<file path="config.mk">
export PLATFORM = sky130hd
export DESIGN_NAME = hazard_detection_unit_flat
export DESIGN_NICKNAME = d
export VERILOG_FILES = /design/src/rtl/hazard_detection_unit_pkg.sv /design/src/rtl/hazard_detection_unit_if.sv /design/src/rtl/hazard_detection_unit_sat_counter.sv /design/src/rtl/hazard_detection_unit.sv /design/src/flat_wrapper.sv
export SDC_FILE = /design/constraint.sdc
export NUM_CORES = 1
export LEC_CHECK = 0
export CORE_MARGIN = 4
export CORE_UTILIZATION = 51
export DETAILED_ROUTE_END_ITERATION = 12
export PLACE_DENSITY = 0.88
export RECOVER_POWER = 100
export SLEW_MARGIN = 10
export SYNTH_ARGS = -nofsm -noshare
export SYNTH_HDL_FRONTEND = slang
export SYNTH_SLANG_ARGS = --single-unit
</file>
<file path="constraint.sdc">
create_clock -name i_clk -period 5.25 [get_ports i_clk]
set_input_delay 0.525 -clock i_clk [delete_from_list [all_inputs] [get_ports i_clk]]
set_output_delay 0.525 -clock i_clk [all_outputs]
set_load 0.005 [all_outputs]
</file>
<file path="src/rtl/hazard_detection_unit_pkg.sv">
// hdu_pkg: shared definitions for the hazard detection unit.
//   - FSM state encoding (RUN / DRAIN / HALTED)
//   - default values for register-index width, drain length and
//     statistics counter width
package hdu_pkg;

   localparam int unsigned HDU_N_BITS_REG   = 5;
   localparam int unsigned HDU_DRAIN_CYCLES = 3;
   localparam int unsigned HDU_CNT_BITS     = 16;

   typedef enum logic [1:0] {
      RUN    = 2'd0,
      DRAIN  = 2'd1,
      HALTED = 2'd2
   } hdu_state_e;

endpackage

</file>
<file path="src/rtl/hazard_detection_unit_if.sv">
// hazard_detection_unit_if: pipeline <-> hazard unit signal bundle.
//   Inputs to the unit : i_enable, ID/EX register indices, i_memRead_ID_EX,
//                        i_branch_taken, i_jump, i_halt_ID
//   Outputs of the unit: PC / IF-ID enables, IF-ID flush, ID-EX bubble,
//                        halted flag, stall and flush statistics
//   modport master : pipeline/debug side (drives i_*, reads o_*)
//   modport slave  : hazard unit side (reads i_*, drives o_*)
interface hazard_detection_unit_if
   import hdu_pkg::*;
#(
   parameter int unsigned N_BITS_REG = HDU_N_BITS_REG,
   parameter int unsigned CNT_BITS   = HDU_CNT_BITS
);

   logic                  i_enable;
   logic [N_BITS_REG-1:0] i_rs_IF_ID;
   logic [N_BITS_REG-1:0] i_rt_IF_ID;
   logic [N_BITS_REG-1:0] i_rt_ID_EX;
   logic                  i_memRead_ID_EX;
   logic                  i_branch_taken;
   logic                  i_jump;
   logic                  i_halt_ID;

   logic                  o_pc_write;
   logic                  o_if_id_write;
   logic                  o_if_id_flush;
   logic                  o_id_ex_bubble;
   logic                  o_halted;
   logic [CNT_BITS-1:0]   o_stall_cnt;
   logic [CNT_BITS-1:0]   o_flush_cnt;

   modport master (
      output i_enable, i_rs_IF_ID, i_rt_IF_ID, i_rt_ID_EX,
             i_memRead_ID_EX, i_branch_taken, i_jump, i_halt_ID,
      input  o_pc_write, o_if_id_write, o_if_id_flush, o_id_ex_bubble,
             o_halted, o_stall_cnt, o_flush_cnt
   );

   modport slave (
      input  i_enable, i_rs_IF_ID, i_rt_IF_ID, i_rt_ID_EX,
             i_memRead_ID_EX, i_branch_taken, i_jump, i_halt_ID,
      output o_pc_write, o_if_id_write, o_if_id_flush, o_id_ex_bubble,
             o_halted, o_stall_cnt, o_flush_cnt
   );

endinterface

</file>
<file path="src/rtl/hazard_detection_unit_sat_counter.sv">
// sat_counter: up-counter that sticks at all-ones instead of wrapping.
//   i_clk   : clock, rising edge
//   i_reset : synchronous active-high clear
//   i_inc   : count one event this cycle
//   o_count : current count
module sat_counter #(
   parameter int unsigned WIDTH = 16
) (
   input  logic             i_clk,
   input  logic             i_reset,
   input  logic             i_inc,
   output logic [WIDTH-1:0] o_count
);

   always_ff @(posedge i_clk) begin
      if (i_reset)
         o_count <= '0;
      else if (i_inc && (o_count != '1))
         o_count <= o_count + WIDTH'(1);
   end

endmodule

</file>
<file path="src/rtl/hazard_detection_unit.sv">
// hazard_detection_unit: load-use stall, branch/jump flush and HALT drain
// control for the five-stage pipeline.
//   i_clk, i_reset : clock and synchronous active-high reset
//   hdu_bus        : slave side of hazard_detection_unit_if
//     control outputs are combinational from state and inputs (zero latency);
//     o_stall_cnt / o_flush_cnt are saturating event counters.
module hazard_detection_unit
   import hdu_pkg::*;
#(
   parameter int unsigned N_BITS_REG   = HDU_N_BITS_REG,
   parameter int unsigned DRAIN_CYCLES = HDU_DRAIN_CYCLES,
   parameter int unsigned CNT_BITS     = HDU_CNT_BITS
) (
   input logic                     i_clk,
   input logic                     i_reset,
   hazard_detection_unit_if.slave  hdu_bus
);

   localparam int unsigned DW = $clog2(DRAIN_CYCLES + 1);
   localparam logic [DW-1:0] DRAIN_INIT = DW'(DRAIN_CYCLES);

   hdu_state_e            state;
   logic [DW-1:0]         drain_cnt;

   logic [N_BITS_REG-1:0] rs_id;
   logic [N_BITS_REG-1:0] rt_id;
   logic [N_BITS_REG-1:0] rt_ex;
   logic                  hazard;
   logic                  enable;
   logic                  stall_inc;
   logic                  flush_inc;
   logic [CNT_BITS-1:0]   stall_cnt;
   logic [CNT_BITS-1:0]   flush_cnt;

   assign rs_id  = hdu_bus.i_rs_IF_ID;
   assign rt_id  = hdu_bus.i_rt_IF_ID;
   assign rt_ex  = hdu_bus.i_rt_ID_EX;
   assign enable = hdu_bus.i_enable;

   // $zero is never a real destination, so a load into r0 cannot hazard.
   assign hazard = hdu_bus.i_memRead_ID_EX && (rt_ex != '0) &&
                   ((rt_ex == rs_id) || (rt_ex == rt_id));

   always_ff @(posedge i_clk) begin
      if (i_reset) begin
         state     <= RUN;
         drain_cnt <= '0;
      end else if (enable) begin
         case (state)
            RUN: begin
               if (!hazard && hdu_bus.i_halt_ID) begin
                  state     <= DRAIN;
                  drain_cnt <= DRAIN_INIT;
               end
            end
            DRAIN: begin
               if (drain_cnt == DW'(1))
                  state <= HALTED;
               drain_cnt <= drain_cnt - DW'(1);
            end
            HALTED: ;
            default: state <= RUN;
         endcase
      end
   end

   always_comb begin
      hdu_bus.o_pc_write     = 1'b0;
      hdu_bus.o_if_id_write  = 1'b0;
      hdu_bus.o_if_id_flush  = 1'b0;
      hdu_bus.o_id_ex_bubble = 1'b0;
      if (!i_reset && enable) begin
         case (state)
            RUN: begin
               if (hazard) begin
                  hdu_bus.o_id_ex_bubble = 1'b1;
               end else if (hdu_bus.i_halt_ID) begin
                  hdu_bus.o_if_id_write = 1'b1;
                  hdu_bus.o_if_id_flush = 1'b1;
               end else begin
                  hdu_bus.o_pc_write    = 1'b1;
                  hdu_bus.o_if_id_write = 1'b1;
                  hdu_bus.o_if_id_flush = hdu_bus.i_branch_taken || hdu_bus.i_jump;
               end
            end
            DRAIN: begin
               hdu_bus.o_if_id_write = 1'b1;
               hdu_bus.o_if_id_flush = 1'b1;
            end
            default: ;
         endcase
      end
   end

   assign hdu_bus.o_halted = !i_reset && (state == HALTED);

   // HALT flushes and hazard cycles are not counted as branch/jump flushes.
   assign stall_inc = enable && (state == RUN) && hazard;
   assign flush_inc = enable && (state == RUN) && !hazard && !hdu_bus.i_halt_ID &&
                      (hdu_bus.i_branch_taken || hdu_bus.i_jump);

   sat_counter #(.WIDTH(CNT_BITS)) u_stall_cnt (
      .i_clk   (i_clk),
      .i_reset (i_reset),
      .i_inc   (stall_inc),
      .o_count (stall_cnt)
   );

   sat_counter #(.WIDTH(CNT_BITS)) u_flush_cnt (
      .i_clk   (i_clk),
      .i_reset (i_reset),
      .i_inc   (flush_inc),
      .o_count (flush_cnt)
   );

   assign hdu_bus.o_stall_cnt = stall_cnt;
   assign hdu_bus.o_flush_cnt = flush_cnt;

endmodule

</file>
<file path="src/flat_wrapper.sv">
// flat-port wrapper written by rule: the top's interface ports become plain ports
module hazard_detection_unit_flat import hdu_pkg::*;
#(
   parameter int unsigned N_BITS_REG   = HDU_N_BITS_REG,
   parameter int unsigned DRAIN_CYCLES = HDU_DRAIN_CYCLES,
   parameter int unsigned CNT_BITS     = HDU_CNT_BITS
)
  (i_clk, i_reset, hdu_bus_i_enable, hdu_bus_i_rs_IF_ID, hdu_bus_i_rt_IF_ID, hdu_bus_i_rt_ID_EX, hdu_bus_i_memRead_ID_EX, hdu_bus_i_branch_taken, hdu_bus_i_jump, hdu_bus_i_halt_ID, hdu_bus_o_pc_write, hdu_bus_o_if_id_write, hdu_bus_o_if_id_flush, hdu_bus_o_id_ex_bubble, hdu_bus_o_halted, hdu_bus_o_stall_cnt, hdu_bus_o_flush_cnt);
  hazard_detection_unit_if #(.N_BITS_REG(N_BITS_REG), .CNT_BITS(CNT_BITS)) hdu_bus_i ();
  input logic i_clk;
  input logic i_reset;
  input wire logic [$bits(hdu_bus_i.i_enable)-1:0] hdu_bus_i_enable;
  input wire logic [$bits(hdu_bus_i.i_rs_IF_ID)-1:0] hdu_bus_i_rs_IF_ID;
  input wire logic [$bits(hdu_bus_i.i_rt_IF_ID)-1:0] hdu_bus_i_rt_IF_ID;
  input wire logic [$bits(hdu_bus_i.i_rt_ID_EX)-1:0] hdu_bus_i_rt_ID_EX;
  input wire logic [$bits(hdu_bus_i.i_memRead_ID_EX)-1:0] hdu_bus_i_memRead_ID_EX;
  input wire logic [$bits(hdu_bus_i.i_branch_taken)-1:0] hdu_bus_i_branch_taken;
  input wire logic [$bits(hdu_bus_i.i_jump)-1:0] hdu_bus_i_jump;
  input wire logic [$bits(hdu_bus_i.i_halt_ID)-1:0] hdu_bus_i_halt_ID;
  output wire logic [$bits(hdu_bus_i.o_pc_write)-1:0] hdu_bus_o_pc_write;
  output wire logic [$bits(hdu_bus_i.o_if_id_write)-1:0] hdu_bus_o_if_id_write;
  output wire logic [$bits(hdu_bus_i.o_if_id_flush)-1:0] hdu_bus_o_if_id_flush;
  output wire logic [$bits(hdu_bus_i.o_id_ex_bubble)-1:0] hdu_bus_o_id_ex_bubble;
  output wire logic [$bits(hdu_bus_i.o_halted)-1:0] hdu_bus_o_halted;
  output wire logic [$bits(hdu_bus_i.o_stall_cnt)-1:0] hdu_bus_o_stall_cnt;
  output wire logic [$bits(hdu_bus_i.o_flush_cnt)-1:0] hdu_bus_o_flush_cnt;
  assign hdu_bus_i.i_enable = hdu_bus_i_enable;
  assign hdu_bus_i.i_rs_IF_ID = hdu_bus_i_rs_IF_ID;
  assign hdu_bus_i.i_rt_IF_ID = hdu_bus_i_rt_IF_ID;
  assign hdu_bus_i.i_rt_ID_EX = hdu_bus_i_rt_ID_EX;
  assign hdu_bus_i.i_memRead_ID_EX = hdu_bus_i_memRead_ID_EX;
  assign hdu_bus_i.i_branch_taken = hdu_bus_i_branch_taken;
  assign hdu_bus_i.i_jump = hdu_bus_i_jump;
  assign hdu_bus_i.i_halt_ID = hdu_bus_i_halt_ID;
  assign hdu_bus_o_pc_write = hdu_bus_i.o_pc_write;
  assign hdu_bus_o_if_id_write = hdu_bus_i.o_if_id_write;
  assign hdu_bus_o_if_id_flush = hdu_bus_i.o_if_id_flush;
  assign hdu_bus_o_id_ex_bubble = hdu_bus_i.o_id_ex_bubble;
  assign hdu_bus_o_halted = hdu_bus_i.o_halted;
  assign hdu_bus_o_stall_cnt = hdu_bus_i.o_stall_cnt;
  assign hdu_bus_o_flush_cnt = hdu_bus_i.o_flush_cnt;
  hazard_detection_unit #(.N_BITS_REG(N_BITS_REG), .DRAIN_CYCLES(DRAIN_CYCLES), .CNT_BITS(CNT_BITS)) u_core (.i_clk(i_clk), .i_reset(i_reset), .hdu_bus(hdu_bus_i));
endmodule
</file>
# After elaboration in Yosys (flattened, before gate mapping)
# Cells that the tools add are included.
# totals
regBits	36
# classes
add_sub_neg	3
n_eq_ne	9
mux	19
bitwise	1
n_reduce_logical	22
# op_table
op	n
adder 16 x 1 -> 16 bit, second input constant	2
!= test 16 bit, second input constant	2
logical AND 1 bit	12
2-to-1 mux 1 bit	12
equality test 5 bit	2
2-to-1 mux 2 bit	3
case mux 2 bit (3 select lines)	1
nonzero test 5 bit	1
equality test 2 x 1 -> 1 bit, second input constant	2
!= test 2 x 1 -> 1 bit, second input constant	2
case mux 1 bit (2 select lines)	2
case mux 2 bit (2 select lines)	1
AND reduction 4 bit	1
logical NOT 1 bit	3
AND reduction 3 bit	1
equality test 2 bit, second input constant	1
logical NOT 2 bit	1
logical OR 1 bit	2
nonzero test 2 bit	1
subtractor 2 x 1 -> 2 bit, second input constant	1
inverter 1 bit	1

# Depth between registers and ports, before layout
# Gate-level depths: netlist (run 1).
# logic_depth
word_depth	8
depth_mapped	8
ltp_nobuf	6

# Modules after synthesis
# Synthesis (run 1) repeated with hierarchy kept, for this count alone.
# hier_totals
hier_cells	253
hier_area_um2	2150.8
# modules_own_cells
module	instances	cells_per_inst	area_each_um2
sat_counter	2	99	848.3
hazard_detection_unit	1	55	454.2

# Worst setup path before layout (run 1)
# No wires, ideal clock.
# synth_path
path_kind	in2out
start	in hdu_bus_i_rt_ID_EX[0]
end	out hdu_bus_o_pc_write
arrival_time_ns	2.061
slack_ns	2.664
path_stages	6
n_path_buf	2
cell_sequence	or4_1 -> o21a_1 -> and2_1 -> clkbuf_1 -> clkbuf_1 -> nor4_1
# synth_between
elab_chain_len	6
elab_cells_between_ends	9
# synth_rtl
item	line	rtl
from (decl)	flat_wrapper.sv:15	input wire logic [$bits(hdu_bus_i.i_rt_ID_EX)-1:0] hdu_bus_i_rt_ID_EX;
equality test 5 bit or nonzero test 5 bit (tied branches)	hazard_detection_unit.sv:42, hazard_detection_unit.sv:41	
logical OR 1 bit or logical AND 1 bit (tied branches)	hazard_detection_unit.sv:42, hazard_detection_unit.sv:41	
logical AND 1 bit (*)	hazard_detection_unit.sv:41	assign hazard = hdu_bus.i_memRead_ID_EX && (rt_ex != '0) &&
2-to-1 mux 1 bit (*)	hazard_detection_unit.sv:75	if (hazard) begin
2-to-1 mux 1 bit (*)	hazard_detection_unit.sv:73	case (state)
2-to-1 mux 1 bit (*)	hazard_detection_unit.sv:72	if (!i_reset && enable) begin
to (decl)	flat_wrapper.sv:20	output wire logic [$bits(hdu_bus_i.o_pc_write)-1:0] hdu_bus_o_pc_write;
# Every way passes the cells marked *; elsewhere a longest branch is shown, timed or not.

# Worst setup path in the final report (run 1)
# layout_path
start	in hdu_bus_i_rt_ID_EX[4]
end	out hdu_bus_o_pc_write
# Same word-level chain as after synthesis.

==> flow_summary.toml, run 1 <==
[synth]
yosysWarnings = 0
synth_top_cell_area_share_pct = 34.8
synth.avg_cell_area_um2 = 8.07
synth_top_cell_by_area = "dfxtp_1"
synthArstFlopShare_pct = 0
yosysMostFrequentCell = "dfxtp_1"
synthFlopType = "dfxtp_1"
syn-num-nets = 282
synth_common_cells = "dfxtp_1, nor2_1, a21oi_1, nand3_1"
synth_area_leaders = "dfxtp_1, a21oi_1, nand3_1"
syn_area_um2 = 2070
synth_cells = 257
synth_cell_types = 43
ys_seq_area_share_pct = 34.8
synth_edf_count = 0
yosys_register_bits = 36

[clocking]
ctsRootBufferMaster = "clkbuf_8"
postCtsSetupBuffers = 0
clock_latency_ns = 0.29
cts_tree = "done"
path_clk_slew_ns = 0.07
cts_buffers = 5
cts.htree.levels = 2
post_cts_resized = 0
holdBufCountCts = 0
clk_path_buf_depth = 2
cts.sinks = 36

[route]
drt-total-wl_um = 5140
drtAntennaViolNets = 0
drc = 0
vias = 2155
wl_per_cell_um = 14.4
viasPerCell = 6.02
dr.first_iter.drc_count = 247
firstDrtPassIters = 4

[critical_path]
endpoint_kind = "output pin"
worstSetupPathType = "input pin to output pin"
worstReg2RegStart = "u_core.state[0]"
cpMaxStageDelayCell = "and2_0"
path_delay_family = "simple AND/OR/NAND/NOR gates"
cpMostUsedCell = "dlygate4sd3_1"
crit_chain = "dlygate4sd3_1 > xnor2_1 > nand3_1 > o22ai_1 > and2_0 > nor4_1 > dlygate4sd3_1"
arrival_ns = 3.60
reg2reg_depth = 5
cp-start-kind = "input pin"
max_stage_delay_ns = 1.04
rr_endpoint = "u_core.u_flush_cnt.o_count[5]"
path_buf_inv = 2
rrSetupSlack_ns = 2.57
crit_fanout = 29
cp_data_required_time_ns = 4.72

[sta]
hold_viol_final = 0
finClkSkew_ns = 0.00565
fin_crit_ns = 4.13
fmax_mhz = 242
setup_viol = 0
tns_ns = 0
slew_headroom_pct = 16.9
rsz0062_at_grt = "no"
fin_hold_ws_ns = 0.500
finalMaxSlewViolations = 0
fin_crit_sh_pct = 78.6
worst_pin_slew_ns = 1.25

[power]
irDropWorstVdd_uv = 156
p_switching_uw = 137
powerDensity_nw_per_um2 = 211
clkPwrFrac_pct = 41.4
power_leakage_uw = 0.00101
seq_power_share_pct = 47.9
p_sw_share_pct = 23.4
combinationalPowerShare_pct = 10.7
power_uw = 585
internal_power_uw = 449

[global_route]
global_route.usage.met3_pct = 3.51
grt_pass1_vias = 1948
top_usage_layer = "met2"
track_usage_pct = 20.4
grt_first_pass_wirelength_um = 8650
antenna_found_initial = 0
grt_max_degree = 30
use_met2_pct = 34.1
grt_util_met1_pct = 26.6
grt-ovfl-total = 0

[hold_path]
hp-start = "u_core.u_flush_cnt.o_count[9]"
hold_class = "flip-flop to flip-flop"
holdPathEnd = "u_core.u_flush_cnt.o_count[9]"
holdPathStages = 2

[job]
maxCapViolations = 0

[place]
dpl.hpwl_um = 3650
port_buffers = 58
gp_congestion = 0.856

[floorplanning]
rows = 22
die-area_um2 = 5150
start_util_pct = 54.6
die_h_um = 71.8
core_um2 = 3800
io_pins = 59
die_x_um = 71.8

[outcome]
outcome = "complete, no violations"

[final_layout]
nets = 334
synthToLayoutAreaGrowth_pct = 33.8
drive_above_1_share_pct = 5.16
num_antenna_cells = 0
final_util_pct = 73.0
-- state kept, by name, summed over array words and instances (netlist names) --
signal and count:
u_core.u_flush_cnt.o_count 16, u_core.u_stall_cnt.o_count 16, u_core.drain_cnt 2, u_core.state 2
-- placed cells by master (no fill, tap or decap), drive strengths merged, types with 2 or more instances in the layout --
master and instances:
dlygate4sd3 40, nor3b 2, nor2 21, o31ai 10
nor2b 8, inv 3, or3 9, a211oi 2
nand2b 2, clkbuf 6, and4 3, ha 3
nand3 20, dfxtp 36, nand4 7, and3 4
nor4 5, a21oi 20, clkdlybuf4s50 18, nand4b 2
xor2 3, nand2 13, mux2 6, nand3b 3
xnor2 11, o21ai 11, o41ai 3, nor3 9
or4 13
-- worst max path at each step --
stage                           from                 end  slack (ns)  cells after the start
3_3_place_gp   hdu_bus_i_rt_ID_EX[0]  hdu_bus_o_pc_write        1.59                      6
6_report       hdu_bus_i_rt_ID_EX[4]  hdu_bus_o_pc_write        1.12                      7
4_1_cts        hdu_bus_i_rt_ID_EX[0]  hdu_bus_o_pc_write        1.59                      6
5_1_grt        hdu_bus_i_rt_ID_EX[4]  hdu_bus_o_pc_write        0.90                      7
3_5_place_dp   hdu_bus_i_rt_ID_EX[0]  hdu_bus_o_pc_write        1.61                      6
2_1_floorplan  hdu_bus_i_rt_ID_EX[0]  hdu_bus_o_pc_write        2.66                      6
-- cells by family after synthesis --
logic type / Yosys count / share of synthesized area, %
AOI/OAI and AO/OA: 54 / 16.1
adders and majority gates: 3 / 1.81
xor gates and xnor gates: 14 / 5.91
and+or+nand+nor: 126 / 34.5
muxes: 7 / 3.74
DFF: 36 / 34.8
buffers and inverters: 17 / 3.20
-- routing by layer --
metal  part of all wire [%]  routed length [um]
met1                     42                2180
met2                     51                2620
met3                    5.6                 289
met4                    1.1                  55
met5                      0                   0
-- tightest hold or removal path: cells and delay by family, from the launching register on --
family | cells | cell delay, ns
AOI/OAI and AO/OA | 2 | 0.13
DFF | 1 | 0.33
-- power groups by stage --
| stage | clock, uW | sequential [uW] | combinational (uW) |
|---|---|---|---|
| 2_1_floorplan | 0 | 285 | 36.5 |
| 3_3_place_gp | 0 | 286 | 62.8 |
| 3_5_place_dp | 0 | 287 | 64.1 |
| 4_1_cts | 244 | 280 | 64.4 |
| 5_1_grt | 254 | 281 | 69.8 |
| 6_report | 242 | 280 | 62.7 |
-- through the flow --
stage / std cells / instance area, um2 / setup slack [ns]
2_1_floorplan: 257 / 2070 / 2.66
3_3_place_gp: 350 / 2670 / 1.59
3_5_place_dp: 350 / 2670 / 1.61
4_1_cts: 358 / 2770 / 1.59
5_1_grt: 358 / 2770 / 0.896
6_report: 358 / 2770 / 1.12
-- cell type report --
class                           instances  area (um2)
Fill cell                             305        1020
Timing Repair Buffer                   59         588
Tap cell                               48        60.1
Inverter                                3        11.3
Clock inverter                          2        35.0
Multi-Input combinational cell        204        1290
Sequential cell                        36         721
Clock buffer                            6        72.6
Power figures use the tool's default switching activity.
==> run 2: changes to the inputs <==
- CORE_UTILIZATION: 51 -> 43
- PLACE_DENSITY: 0.88 -> 0.79
- clock period: 5.25 -> 3.75 ns (I/O delays scaled with it)
==> run 2 against run 1 <==
Net effect: utilization shrank 12 points; global-route usage down 2.8 points; first-iteration DRC count decreased by 38%; total power rose by 27%; setup slack got worse by 0.63 ns; sequential share of layout area rose by 0.17 points; non-clock buffer count is 2 higher; final cell count rose by 1.4%; hold slack worse by 0.0050 ns; combinational power increased by 43%.
==> flow_summary.toml, run 2 (same netlist as run 1, synthesis figures left out) <==
[outcome]
outcome = "complete, no violations"

[floorplanning]
core_um2 = 4500
die-area_um2 = 6000
rows = 24
die_x_um = 77.4
start_util_pct = 46.0
io_pins = 59
die_h_um = 77.4

[clocking]
cts.htree.levels = 2
postCtsSetupBuffers = 0
path_clk_slew_ns = 0.07
cts_tree = "done"
clock_latency_ns = 0.29
ctsRootBufferMaster = "clkbuf_8"
post_cts_resized = 0
holdBufCountCts = 0
cts_buffers = 5
clk_path_buf_depth = 2
cts.sinks = 36

[power]
clkPwrFrac_pct = 35.1
powerDensity_nw_per_um2 = 270
power_leakage_uw = 0.000999
combinationalPowerShare_pct = 12.1
p_sw_share_pct = 25.0
p_switching_uw = 186
internal_power_uw = 558
seq_power_share_pct = 52.8
irDropWorstVdd_uv = 201

[route]
wl_per_cell_um = 14.4
vias = 2106
drt-total-wl_um = 5240
drc = 0
drtAntennaViolNets = 0
dr.first_iter.drc_count = 153
viasPerCell = 5.80
firstDrtPassIters = 4

[final_layout]
nets = 336
final_common_cell = "dlygate4sd3_1"
drive_above_1_share_pct = 4.82
num_antenna_cells = 0
layout_common_cells = "dlygate4sd3_1, dfxtp_1, nor2_1"
reg.largest.list = "u_core.u_flush_cnt.o_count: 16 flops, u_core.u_stall_cnt.o_count: 16 flops"
fin_area_um2 = 2760
synthToLayoutAreaGrowth_pct = 33.0

[critical_path]
crit_fanout = 10
critPathLaunch = "hdu_bus_i_rt_ID_EX[0]"
arrival_ns = 2.88
worstReg2RegStart = "u_core.state[0]"
rrSetupSlack_ns = 1.11
worstSetupPathType = "input pin to output pin"
endpoint_kind = "output pin"
cp-start-kind = "input pin"
cp_data_required_time_ns = 3.38

[sta]
fin_crit_sh_pct = 86.8
tns_ns = 0
rsz0062_at_grt = "no"
finalMaxSlewViolations = 0
finalWorstSetupSlack_ns = 0.493
finClkSkew_ns = 0.00877
slew_headroom_pct = 29.2
fin_crit_ns = 3.26
setup_viol = 0
worst_pin_slew_ns = 1.06
fmax_mhz = 307
hold_viol_final = 0

[job]
maxCapViolations = 0

[place]
port_buffers = 58
dpl.hpwl_um = 3850
dpl_cell_area_um2 = 2690
gp_congestion = 0.762
pre_cts_slack_ns = 0.680

[global_route]
track_usage_pct = 17.6
antenna_found_initial = 0
grt_first_pass_wirelength_um = 8780
grt_max_degree = 40
grt-ovfl-total = 0
grt_pass1_vias = 1932

[hold_path]
hold_class = "flip-flop to flip-flop"
hp-start = "u_core.u_flush_cnt.o_count[9]"
## run 2: power groups by stage
| stage | registers (uW) | logic (uW) | clock network (uW) |
|---|---|---|---|
| global placement | 401 | 90.2 | 0 |
| global route | 393 | 98.1 | 284 |
| finish | 393 | 89.9 | 261 |
| CTS | 393 | 93.2 | 268 |
| detailed placement | 402 | 92.9 | 0 |
| floorplan | 399 | 51.1 | 0 |
## run 2: metal layers
layer / wire [um] / global-route usage (%) / vias up
li1: - / - / 1075
met1: 2440 / 22.5 / 976
met2: 2530 / 30.0 / 51
met3: 240 / 4.51 / 4
met4: 34 / 3.91 / 0
met5: 0 / 0 / -
## run 2: layout make-up
| cell class | count | area (um2) |
|---|---|---|
| fill | 435 | 1750 |
| sequential | 36 | 721 |
| tap | 52 | 65.1 |
| multi-input combinational | 204 | 1290 |
| clock buffer | 6 | 72.6 |
| inverter | 3 | 11.3 |
| timing repair buffer | 61 | 596 |
| clock inverter | 1 | 5.00 |
## run 2: path summary, 6_finish.rpt
| check | end | cells past startpoint |
|---|---|---|
| worst max register to register | u_core.u_flush_cnt.o_count[5] | 5 |
| worst min register to register | u_core.u_flush_cnt.o_count[9] | 2 |
| worst min-delay path | u_core.u_flush_cnt.o_count[9] | 2 |
| worst max-delay path | hdu_bus_o_id_ex_bubble | 8 |
## run 2: through the flow
step	cells	util (%)	hold WS, ns	power, uW
final	363	61.2	0.495	744
after global routing	363	61.2	0.548	775
after CTS	363	61.4	0.501	754
after detailed placement	356	59.6	0.490	495
after global placement	356	59.6	0.475	491
after floorplan	257	-	0.477	450
## run 2: critical path, stage by stage
cell	delay [ns]
dlygate4sd3_1	0.59
xnor2_1	0.20
nand3_1	0.10
o22ai_1	0.17
clkbuf_1	0.29
nand2_1	0.28
nor3_1	0.28
dlygate4sd3_1	0.60
==> run 3: changes to the inputs <==
- CAP_MARGIN: unset -> 20
==> results of run 3 <==
Same layout as run 2: the final DEF is identical, and so are final timing and power.
